==> config.mk <==
export PLATFORM = sky130hd
export DESIGN_NAME = dma_cmd_sched
export DESIGN_NICKNAME = d
export VERILOG_FILES = /design/src/rtl/dma_cmd_sched.sv
export SDC_FILE = /design/constraint.sdc
export NUM_CORES = 1
export LEC_CHECK = 0
export CAP_MARGIN = 20
export CORE_ASPECT_RATIO = 1.5
export CORE_MARGIN = 8
export CORE_UTILIZATION = 30
export CTS_BUF_LIST = sky130_fd_sc_hd__clkbuf_8
export DETAILED_ROUTE_END_ITERATION = 10
export DONT_BUFFER_PORTS = 1
export SYNTH_ARGS = -nofsm -noshare
export SYNTH_HDL_FRONTEND = slang
export SYNTH_SLANG_ARGS = --single-unit
==> constraint.sdc <==
create_clock -name sclk -period 5.3 [get_ports sclk]
set_input_delay 0.795 -clock sclk [delete_from_list [all_inputs] [get_ports sclk]]
set_output_delay 0.795 -clock sclk [all_outputs]
set_load 0.01 [all_outputs]
==> src/rtl/dma_cmd_sched.sv <==
// Two-requester DMA command scheduler: round-robin grant, MAX_CHUNK splitting, per-chunk timeout, one completion per request.
// Grant->dma_start >=1 cycle, dma_done->next start/cpl 1 cycle; req_ready only in IDLE, ISSUE stalls on host_ready_for_cmd.
module dma_cmd_sched #(
    parameter int unsigned MAX_CHUNK = 256,
    parameter int unsigned TO_CYCLES = 1048576
) (
    input  logic        sclk,
    input  logic        rst,
    input  logic [1:0]  req_val,
    output logic [1:0]  req_ready,
    input  logic [24:0] req0_addr,
    input  logic [24:0] req1_addr,
    input  logic [31:0] req0_lba,
    input  logic [31:0] req1_lba,
    input  logic [31:0] req0_cnt,
    input  logic [31:0] req1_cnt,
    input  logic        req0_type,
    input  logic        req1_type,
    input  logic        host_ready_for_cmd,
    output logic [24:0] mem_address,
    output logic [31:0] lba,
    output logic [31:0] sector_cnt,
    output logic        dma_type,
    output logic        dma_start,
    input  logic        dma_done,
    output logic        cpl_val,
    output logic        cpl_id,
    output logic        cpl_err,
    output logic        busy
);

    localparam logic [1:0] S_IDLE  = 2'd0;
    localparam logic [1:0] S_ISSUE = 2'd1;
    localparam logic [1:0] S_WAIT  = 2'd2;
    localparam logic [1:0] S_CPL   = 2'd3;

    localparam int unsigned TW = $clog2(TO_CYCLES);
    localparam logic [TW-1:0] TO_LAST = TW'(TO_CYCLES - 1);
    localparam logic [31:0] MAXC = 32'(MAX_CHUNK);

    logic [1:0]    state_q, state_d;
    logic          last_q, last_d;
    logic          id_q, id_d;
    logic          err_q, err_d;
    logic          type_q, type_d;
    logic [24:0]   addr_q, addr_d;
    logic [31:0]   lba_q, lba_d;
    logic [31:0]   cnt_q, cnt_d;
    logic [31:0]   rem_q, rem_d;
    logic [TW-1:0] tmo_q, tmo_d;

    logic          gnt_id;
    logic [31:0]   gnt_cnt, gnt_chunk, nxt_rem, nxt_chunk;

    // On a tie the requester that did not win last time gets the grant.
    assign gnt_id    = (req_val == 2'b11) ? ~last_q : req_val[1];
    assign gnt_cnt   = gnt_id ? req1_cnt : req0_cnt;
    assign gnt_chunk = (gnt_cnt > MAXC) ? MAXC : gnt_cnt;
    assign nxt_rem   = rem_q - cnt_q;
    assign nxt_chunk = (nxt_rem > MAXC) ? MAXC : nxt_rem;

    always_comb begin
        state_d = state_q;
        last_d  = last_q;
        id_d    = id_q;
        err_d   = err_q;
        type_d  = type_q;
        addr_d  = addr_q;
        lba_d   = lba_q;
        cnt_d   = cnt_q;
        rem_d   = rem_q;
        tmo_d   = tmo_q;
        case (state_q)
            S_IDLE: begin
                if (|req_val) begin
                    id_d  = gnt_id;
                    err_d = 1'b0;
                    rem_d = gnt_cnt;
                    if (gnt_cnt == 32'd0) begin
                        state_d = S_CPL;
                    end else begin
                        // Engine-facing fields only change on entry to ISSUE.
                        type_d  = gnt_id ? req1_type : req0_type;
                        addr_d  = gnt_id ? req1_addr : req0_addr;
                        lba_d   = gnt_id ? req1_lba  : req0_lba;
                        cnt_d   = gnt_chunk;
                        state_d = S_ISSUE;
                    end
                end
            end
            S_ISSUE: begin
                if (host_ready_for_cmd) begin
                    tmo_d   = '0;
                    state_d = S_WAIT;
                end
            end
            S_WAIT: begin
                if (dma_done) begin
                    rem_d = nxt_rem;
                    if (nxt_rem == 32'd0) begin
                        state_d = S_CPL;
                    end else begin
                        addr_d  = addr_q + {cnt_q[22:0], 2'b00};
                        lba_d   = lba_q + cnt_q;
                        cnt_d   = nxt_chunk;
                        state_d = S_ISSUE;
                    end
                end else if (tmo_q == TO_LAST) begin
                    err_d   = 1'b1;
                    state_d = S_CPL;
                end else begin
                    tmo_d = tmo_q + TW'(1);
                end
            end
            default: begin
                last_d  = id_q;
                state_d = S_IDLE;
            end
        endcase
    end

    always_ff @(posedge sclk) begin
        if (rst) begin
            state_q <= S_IDLE;
            last_q  <= 1'b1;
            id_q    <= 1'b0;
            err_q   <= 1'b0;
            type_q  <= 1'b0;
            addr_q  <= '0;
            lba_q   <= '0;
            cnt_q   <= '0;
            rem_q   <= '0;
            tmo_q   <= '0;
        end else begin
            state_q <= state_d;
            last_q  <= last_d;
            id_q    <= id_d;
            err_q   <= err_d;
            type_q  <= type_d;
            addr_q  <= addr_d;
            lba_q   <= lba_d;
            cnt_q   <= cnt_d;
            rem_q   <= rem_d;
            tmo_q   <= tmo_d;
        end
    end

    // Strobes are masked while rst is high so nothing leaks out in the reset cycle.
    assign req_ready   = (state_q == S_IDLE && !rst && |req_val) ?
                         (gnt_id ? 2'b10 : 2'b01) : 2'b00;
    assign dma_start   = (state_q == S_ISSUE) && host_ready_for_cmd && !rst;
    assign cpl_val     = (state_q == S_CPL) && !rst;
    assign cpl_id      = cpl_val & id_q;
    assign cpl_err     = cpl_val & err_q;
    assign busy        = (state_q != S_IDLE);
    assign mem_address = addr_q;
    assign lba         = lba_q;
    assign sector_cnt  = cnt_q;
    assign dma_type    = type_q;

endmodule
Word-level counts from Yosys, hierarchy flattened --
Cells that the tools add are included.
Word-level totals: memories kept 0, memory bits (read-only) 0, output and inout bits 97, latch bits 0, memory bits (writable) 0, input bits 186, register bits 147
Cells by class: multipliers 0, eq/ne operators 14, shifts and indexed selects 0, mux-type cells 42, reduce and logical (&&, ||, !) cells 21, div/mod/pow operators 0, add/subtract/negate cells 4, order comparisons 2, bitwise gates (word level) 4
Operator list (count):
- 32-bit 2-to-1 mux | 14
- 32-bit case mux with 2 select lines | 3
- 25-bit 2-to-1 mux | 5
- 32-bit by 9-bit > comparator with 1-bit output, second input constant | 2
- 32-bit zero test | 2
- 20-bit 2-to-1 mux | 3
- 25-bit case mux with 2 select lines | 1
- 20-bit case mux with 2 select lines | 1
- 32-bit adder | 1
- 32-bit subtractor | 1
- 25-bit adder | 1
- 20-bit by 1-bit adder with 20-bit output, second input constant | 1
- 20-bit equality test, second input constant | 1
- 2-bit 2-to-1 mux | 8
- 2-bit inequality test, second input constant | 8
- 3-bit AND reduction | 3
- 4-bit AND reduction | 2
- 2-bit equality test, second input constant | 3
- 2-bit case mux with 3 select lines | 1
- 2-bit nonzero test | 3
- 1-bit logical AND | 5
- 1-bit 2-to-1 mux | 5
- 5-bit AND reduction | 1
- 3-bit inequality test, second input constant | 1
- 9 further kinds | 11

Logic depth before layout (Yosys ltp) --
Gate-level depths: netlist of run 1.
depth in word-level cells 8, depth in mapped cells 17, depth with buffers taken out 14

Worst setup path before layout of run 1 --
No wires, ideal clock.
path kind register to register, start register cnt_q[1] (netlist: sector_cnt[1]), end register cnt_q[2] (netlist: sector_cnt[2]), path slack 1.593 ns, cell stages (with the launch flop) 15, clock period less this slack 3.707 ns, arrival time 3.627 ns, cell sequence dfxtp_1 -> inv_1 -> ha_1 -> nand2b_1 -> a21oi_2 -> o41ai_4 -> o41a_2 -> a211oi_2 -> or4_1 -> a2111o_1 -> buf_6 -> or4_1 -> o22ai_1 -> nor2_1 -> a211oi_2
Between the ends: cells in the longest elaborated chain, start to end 6
Ends and longest elaborated chain:
- start, declared | RTL line 48 | logic [31:0] cnt_q, cnt_d;
- start signal, assigned | RTL line 142 | cnt_q <= cnt_d;
- 32-bit subtractor (*) | RTL line 59 | assign nxt_rem = rem_q - cnt_q;
- 32-bit by 9-bit > comparator with 1-bit output | RTL line 60 | assign nxt_chunk = (nxt_rem > MAXC) ? MAXC : nxt_rem;
- 32-bit 2-to-1 mux | RTL line 60
- 32-bit 2-to-1 mux | RTL line 100 | if (nxt_rem == 32'd0) begin
- 32-bit 2-to-1 mux | RTL line 98 | if (dma_done) begin
- 32-bit case mux with 2 select lines | RTL line 73 | case (state_q)
Every way passes the cells marked *; elsewhere a longest branch is shown, timed or not. The select of a mux whose other input is x is not followed. A chain may end at the register's enable or synchronous reset.

Worst setup path after layout of run 1 --
start register cnt_q[1] (netlist: sector_cnt[1]), end register cnt_q[7] (netlist: sector_cnt[7])
The elaborated chain is that of the path after synthesis.

==> flow_summary.json, run 1 <==
{
  "outcome": "complete, no violations",
  "yosys_most_used_dff": "dfxtp_1",
  "synth_cells": 1684,
  "p_leak_nw": 5.31,
  "synth_area_per_cell_um2": 7.09,
  "cp_slowest_cell": "dfxtp_1",
  "p_sw_mw": 1.72,
  "cp-startpoint": "sector_cnt[1]$_SDFFE_PP0P_",
  "r2r_cells": 15,
  "power.total_mw": 3.85,
  "crit_family": "compound AO/OA/AOI/OAI gates",
  "clk_pin_slew_ns": 0.10,
  "critPathBufInv": 3,
  "hold_buffers": 0,
  "min_path_type": "in -> reg",
  "post_dp_cell_area_um2": 12400,
  "endpoint_kind": "flip-flop",
  "worst_clock_skew_ns": 0.0239,
  "drc": 0,
  "dp_hpwl_um": 34800,
  "setup_tns_ns": 0,
  "synth_most_common_cell": "nand2_1",
  "wirelength_um": 44600,
  "path_depth": 15,
  "p_int_mw": 2.13,
  "gr-total-overflow": 0,
  "core_um2": 39300,
  "drt_first_pass_iters": 5,
  "swShare_pct": 44.7,
  "syn_area_um2": 11900,
  "irDropWorstVdd_v": 0.000159,
  "io_buffers": 0,
  "syn2layout_area_growth_pct": 7.22,
  "synth_edf_count": 0,
  "synth_top_area_share_pct": 24.7,
  "maxCapViolations": 0,
  "numClockSinks": 147,
  "clockBufferDepth": 2,
  "setup_violations": 0,
  "timing.rr.start": "sector_cnt[1]$_SDFFE_PP0P_",
  "cts_tree": "done",
  "cts_root_buffer": "clkbuf_8",
  "wire_per_inst_um": 20.8,
  "worstPathCellList": "inv_1, ha_1, nand2b_1, a21oi_2, o41ai_4, o21a_1, nand3b_1, nand3_1, a2111oi_2, nand4_2, buf_4, o31a_2, buf_4, o211a_1, a211oi_1",
  "gp_congestion": 0.926,
  "grt_pass1_wl_um": 67300,
  "cp.required_ns": 5.72,
  "cp_common_cell": "buf_4",
  "vias": 12100,
  "synth_top_area_cell": "dfxtp_1",
  "grt_pass1_vias": 12000,
  "relSlewSlack_pct": 32.2,
  "finalCritPeriodShare_pct": 84.0,
  "grt_start_max_net_pins": 136,
  "synth_area_leaders": "dfxtp_1 25%, nand2_1 10%, ha_1 8.9%, a21oi_1 7.5%, nor2_1 3.8%",
  "clk_latency_ns": 0.51,
  "die_area_um2": 46600,
  "layout_setup_ws_ns": 0.847,
  "rrSetupSlack_ns": 0.85,
  "fp.dieH_um": 260,
  "syn-num-nets": 1958,
  "io-pin-count": 283,
  "nets": 1903,
  "powerDensity_nw_per_um2": 301,
  "design_area_um2": 12800,
  "p_comb_share_pct": 40.9,
  "crit_path_max_fanout": 42,
  "cts-resized-gates": 0,
  "slowest_delay_ns": 0.57,
  "p_clk_share_pct": 24.5,
  "cts_setup_buffers": 0,
  "synth-async-reset-ratio_pct": 0,
  "crit_arrival_ns": 4.87,
  "worstSetupPathType": "reg -> reg",
  "chipWidth_um": 179,
  "antenna_left": 0,
  "vias_per_cell": 5.64,
  "ys_ff_latch": 147,
  "rsz0062_at_grt": "no",
  "numCtsBuffers": 17,
  "tightestPinTransition_ns": 1.01,
  "hold_viol": 0,
  "start_kind": "flip-flop",
  "initial_core_util_pct": 30.4,
  "htreeDepth": 4,
  "ys_types": 70,
  "crit_path_end": "sector_cnt[7]$_SDFFE_PP0P_",
  "sequentialPowerShare_pct": 34.6,
  "ys_warn_count": 0,
  "num_rows": 89,
  "post-place-ws_ns": 0.860,
  "yosysSeqAreaShare_pct": 24.7,
  "antenna_found_initial": 2,
  "synth_commonest_cells": "318 x nand2_1, 179 x a21oi_1, 147 x dfxtp_1",
  "drt_iter0_drc": 620,
  "regToRegEndpoint": "sector_cnt[7]$_SDFFE_PP0P_",
  "fmax_mhz": 225,
  "fin_crit_ns": 4.45,
  "drive_gt1_share_pct": 4.75,
  "grt_usage_pct": 18.6,
  "slew_violations": 0
}
kinds of logic (layout without fill, tap and decap cells):
family / Yosys count / in the layout / synth area share (%)
buffers and inverters: 145 / 103 / 4.80
AND/OR/NAND/NOR: 714 / 714 / 27.1
AO/OA/AOI/OAI: 481 / 481 / 25.7
flip-flops: 147 / 147 / 24.7
XOR/XNOR: 80 / 80 / 5.87
multiplexers: 29 / 29 / 2.43
adder cells (fa/ha/maj): 88 / 88 / 9.41
other: 0 / 2 / 0
power groups by stage:
stage	sequential [mW]	combinational, mW	clock, mW
2_1_floorplan	1.31	1.17	0
3_3_place_gp	1.36	1.54	0
3_5_place_dp	1.36	1.55	0
4_1_cts	1.33	1.57	0.980
5_1_grt	1.34	1.74	1.02
6_report	1.33	1.57	0.944
sequential cells by signal (all words and copies together), names as in the netlist:
name / flops
last_q: 1
id_q: 1
mem_address: 25
sector_cnt: 32
rem_q: 32
lba: 32
dma_type: 1
state_q: 2
err_q: 1
tmo_q: 20
per-layer routing:
| metal | global-route usage [%] | vias to the layer above | share of wire (%) |
|---|---|---|---|
| li1 | - | 5945 | - |
| met4 | 9.92 | 0 | 4.5 |
| met2 | 32.4 | 370 | 49 |
| met5 | 0 | - | 0 |
| met3 | 3.44 | 95 | 6.0 |
| met1 | 21.0 | 5684 | 40 |
placed cells by master (no fill, tap or decap), types with 51 or more instances in the layout:
cell type  instances
nand2_1          316
a21oi_1          178
dfxtp_1          147
nor2_1           120
nand3_1           88
ha_1              85
o21ai_0           76
nor3_1            61
o211ai_1          53
inv_1             51
worst min-delay path by stage:
stage | slack [ns] | end | cells after the start | from
finish | 0.37 | rem_q[13]$_SDFFE_PP0P_ | 1 | rst
global route | 0.32 | rem_q[15]$_SDFFE_PP0P_ | 1 | rst
CTS | 0.33 | state_q[0]$_SDFFE_PP0P_ | 1 | rst
detailed placement | 0.44 | rem_q[0]$_SDFFE_PP0P_ | 2 | rem_q[0]$_SDFFE_PP0P_
global placement | 0.44 | rem_q[0]$_SDFFE_PP0P_ | 2 | rem_q[0]$_SDFFE_PP0P_
floorplan | 0.43 | rem_q[0]$_SDFFE_PP0P_ | 2 | rem_q[0]$_SDFFE_PP0P_
final cells by class:
| type | instances | area (um2) |
|---|---|---|
| Tap cell | 500 | 626 |
| Timing Repair Buffer | 20 | 170 |
| Fill cell | 4230 | 26500 |
| Clock inverter | 15 | 171 |
| Antenna cell | 2 | 5.00 |
| Inverter | 51 | 191 |
| Multi-Input combinational cell | 1392 | 8460 |
| Sequential cell | 147 | 2940 |
| Clock buffer | 17 | 234 |
worst reg2reg max path: cells and delay by family (launching register included):
kind,cells,cell delay (ns)
buf+inv,3,0.74
flops,1,0.57
fa+ha+maj,1,0.34
simple gates,4,0.62
compound gates,7,2.10
stage by stage:
stage	hold WS [ns]	cells	util (%)
5_1_grt	0.324	2144	32.6
3_3_place_gp	0.442	2109	31.5
4_1_cts	0.333	2142	32.5
3_5_place_dp	0.445	2110	31.5
2_1_floorplan	0.432	1684	-
6_report	0.369	2144	32.6
(Power assumes the default switching activity.)
==> inputs of run 2 (changes only) <==
- clock period: 5.3 -> 3.7 ns (I/O delays scaled with it)
==> run 2 against run 1 <==
  * The flow now finishes with violations (negative setup slack)
  * Final cell count rose by 7.6%
  * Critical path depth decreased by 4
  * Combinational power is 99% higher
  * Global-route usage is 0.96 points higher
  * Worst setup slack got worse by 0.89 ns
  * First-iteration DRC count is 19% higher
  * Non-clock buffer count up 163
  * Clock skew fell by 0.0038 ns
  * Count of clock-buffer cells in the layout unchanged
  * Critical path type unchanged
  * Highest routed layer unchanged
==> flow_summary.json, run 2 (synthesis results as in run 1) <==
{
  "outcome": "finished, violations left",
  "violations": "negative setup slack",
  "critPathBufInv": 1,
  "whs_path_depth": 1,
  "grt_usage_pct": 19.5,
  "slowest_delay_ns": 0.56,
  "syn2layout_area_growth_pct": 23.5,
  "nets": 2067,
  "drt_iter0_drc": 737,
  "grt_pass1_wl_um": 71300,
  "hp-start": "rst",
  "regToRegEndpoint": "sector_cnt[7]$_SDFFE_PP0P_",
  "num_rows": 89,
  "io-pin-count": 283,
  "worstPathCellList": "ha_4, nand4_4, or3_4, o41a_4, a211oi_4, o31ai_4, a2111o_2, buf_4, or4_1, o211a_1, a211oi_1",
  "vias": 12900,
  "clk_latency_ns": 0.50,
  "setup_tns_ns": -0.202,
  "start_kind": "flip-flop",
  "slew_violations": 0,
  "numCtsBuffers": 17,
  "drc": 0,
  "p_comb_share_pct": 49.2,
  "p_leak_nw": 6.26,
  "crit_family": "compound AO/OA/AOI/OAI gates",
  "vias_per_cell": 5.58,
  "gr-total-overflow": 0,
  "fmax_mhz": 267,
  "cp_slowest_cell": "a2111o_2",
  "p_sw_mw": 2.69,
  "clockBufferDepth": 2,
  "fin_crit_ns": 3.74,
  "numClockSinks": 147,
  "p_clk_share_pct": 21.0,
  "htreeDepth": 4,
  "endpoint_kind": "flip-flop",
  "worstSetupPathType": "reg -> reg",
  "dp_hpwl_um": 36500,
  "drive_gt1_share_pct": 18.9,
  "wirelength_um": 48000,
  "grt_pass1_vias": 12700,
  "tightestPinTransition_ns": 0.917,
  "chipWidth_um": 179,
  "placed_cells": 2245,
  "gp_congestion": 0.944,
  "irDropWorstVdd_v": 0.000228,
  "rrSetupSlack_ns": -0.04,
  "cts_root_buffer": "clkbuf_8",
  "clk_pin_slew_ns": 0.10,
  "mostFrequentLayoutCells": "312 x nand2_1, 168 x buf_4, 166 x a21oi_1",
  "swShare_pct": 42.2,
  "power.total_mw": 6.37,
  "grt_start_max_net_pins": 136,
  "hold_buffers": 0,
  "layout_setup_ws_ns": -0.0401,
  "min_path_type": "in -> reg",
  "crit_path_max_fanout": 4,
  "setup_violations": 21,
  "wire_per_inst_um": 20.8,
  "finalCritPeriodShare_pct": 101,
  "maxCapViolations": 0,
  "powerDensity_nw_per_um2": 432,
  "hold_viol": 0,
  "core_um2": 39300,
  "fill_cells": 4071,
  "timing.rr.start": "rem_q[16]$_SDFFE_PP0P_",
  "die_area_um2": 46600,
  "worst_clock_skew_ns": 0.0200,
  "r2r_cells": 11,
  "whs_endpoint": "rem_q[17]$_SDFFE_PP0P_",
  "antenna_found_initial": 1,
  "io_buffers": 0,
  "instances_no_fill": 2307,
  "worst_hold_slack_ns": 0.122,
  "ff_latch_area_um2": 2960,
  "crit_arrival_ns": 4.16,
  "initial_core_util_pct": 30.4,
  "drt_first_pass_iters": 6,
  "cp.required_ns": 4.12,
  "relSlewSlack_pct": 38.4,
  "fp.dieH_um": 260,
  "cts_tree": "done",
  "p_int_mw": 3.68,
  "rsz0062_at_grt": "yes",
  "multiInputGateArea_um2": 9040,
  "final_common_cell": "nand2_1",
  "antenna_left": 0,
  "sequentialPowerShare_pct": 29.8
}
-- run 2: cell types whose count changed in the layout (fill, tap and decap cells not counted), sizes merged --
cell / previous run / this run
o21a: 13 / 14
clkinv: 4 / 2
clkinvlp: 0 / 1
diode: 2 / 1
bufinv: 0 / 1
buf: 20 / 181
clkbuf: 17 / 19
-- run 2: area by class of cell --
| cell class | count | share of cell area [%] |
|---|---|---|
| Clock inverter | 15 | 1.08 |
| Timing Repair Buffer | 183 | 10.4 |
| Antenna cell | 1 | 0.0170 |
| Sequential cell | 147 | 20.1 |
| Multi-Input combinational cell | 1393 | 61.3 |
| Inverter | 51 | 1.30 |
| Tap cell | 500 | 4.24 |
| Clock buffer | 17 | 1.59 |
-- run 2: worst register-to-register path: stages, from the launching register on --
cell and delay, ns:
dfxtp_1 0.38, ha_4 0.32, nand4_4 0.12, or3_4 0.34
o41a_4 0.51, a211oi_4 0.34, o31ai_4 0.09, a2111o_2 0.56
buf_4 0.19, or4_1 0.46, o211a_1 0.14, a211oi_1 0.20
-- run 2: how the worst max path moves through the flow --
| stage | from | end | slack (ns) | cells past startpoint |
|---|---|---|---|---|
| after floorplan | sector_cnt[2]$_SDFFE_PP0P_ | sector_cnt[1]$_SDFFE_PP0P_ | 0.01 | 14 |
| after global placement | rem_q[0]$_SDFFE_PP0P_ | mem_address[8]$_SDFFE_PP0P_ | -0.24 | 16 |
| after detailed placement | sector_cnt[0]$_SDFFE_PP0P_ | lba[26]$_SDFFE_PP0P_ | -0.27 | 14 |
| after CTS | sector_cnt[18]$_SDFFE_PP0P_ | sector_cnt[1]$_SDFFE_PP0P_ | -0.02 | 13 |
| after global routing | sector_cnt[16]$_SDFFE_PP0P_ | sector_cnt[1]$_SDFFE_PP0P_ | -0.13 | 13 |
| final | rem_q[16]$_SDFFE_PP0P_ | sector_cnt[7]$_SDFFE_PP0P_ | -0.04 | 11 |
-- run 2: power groups by stage --
stage / sequential [mW] / combinational, mW / clock, mW
after global routing: 1.91 / 3.40 / 1.45
after floorplan: 1.87 / 1.68 / 0
after detailed placement: 1.93 / 2.68 / 0
after CTS: 1.90 / 2.89 / 1.39
after global placement: 1.92 / 2.66 / 0
final: 1.90 / 3.13 / 1.34
-- run 2: repair_timing --
action,4_1_cts,5_1_grt
buffers inserted,17,9
setup endpoints to repair,88,88
pin swaps,19,25
gates resized for setup,51,91
cloned,1,4
-- run 2: through the flow --
step                utilization (%)  worst slack (ns)  cell area (um2)
floorplan                         -            0.0110            11900
global placement               34.2            -0.241            13400
detailed placement             34.2            -0.272            13400
CTS                            36.3           -0.0184            14300
global route                   37.5            -0.126            14700
finish                         37.5           -0.0401            14700
-- run 2: routing by layer --
| metal | GRT usage [%] | up-vias | routed length [um] |
|---|---|---|---|
| met5 | 0 | - | 0 |
| met1 | 21.5 | 6101 | 18500 |
| met2 | 36.3 | 408 | 25000 |
| met4 | 7.76 | 0 | 1800 |
| li1 | - | 6271 | - |
| met3 | 3.18 | 91 | 2740 |
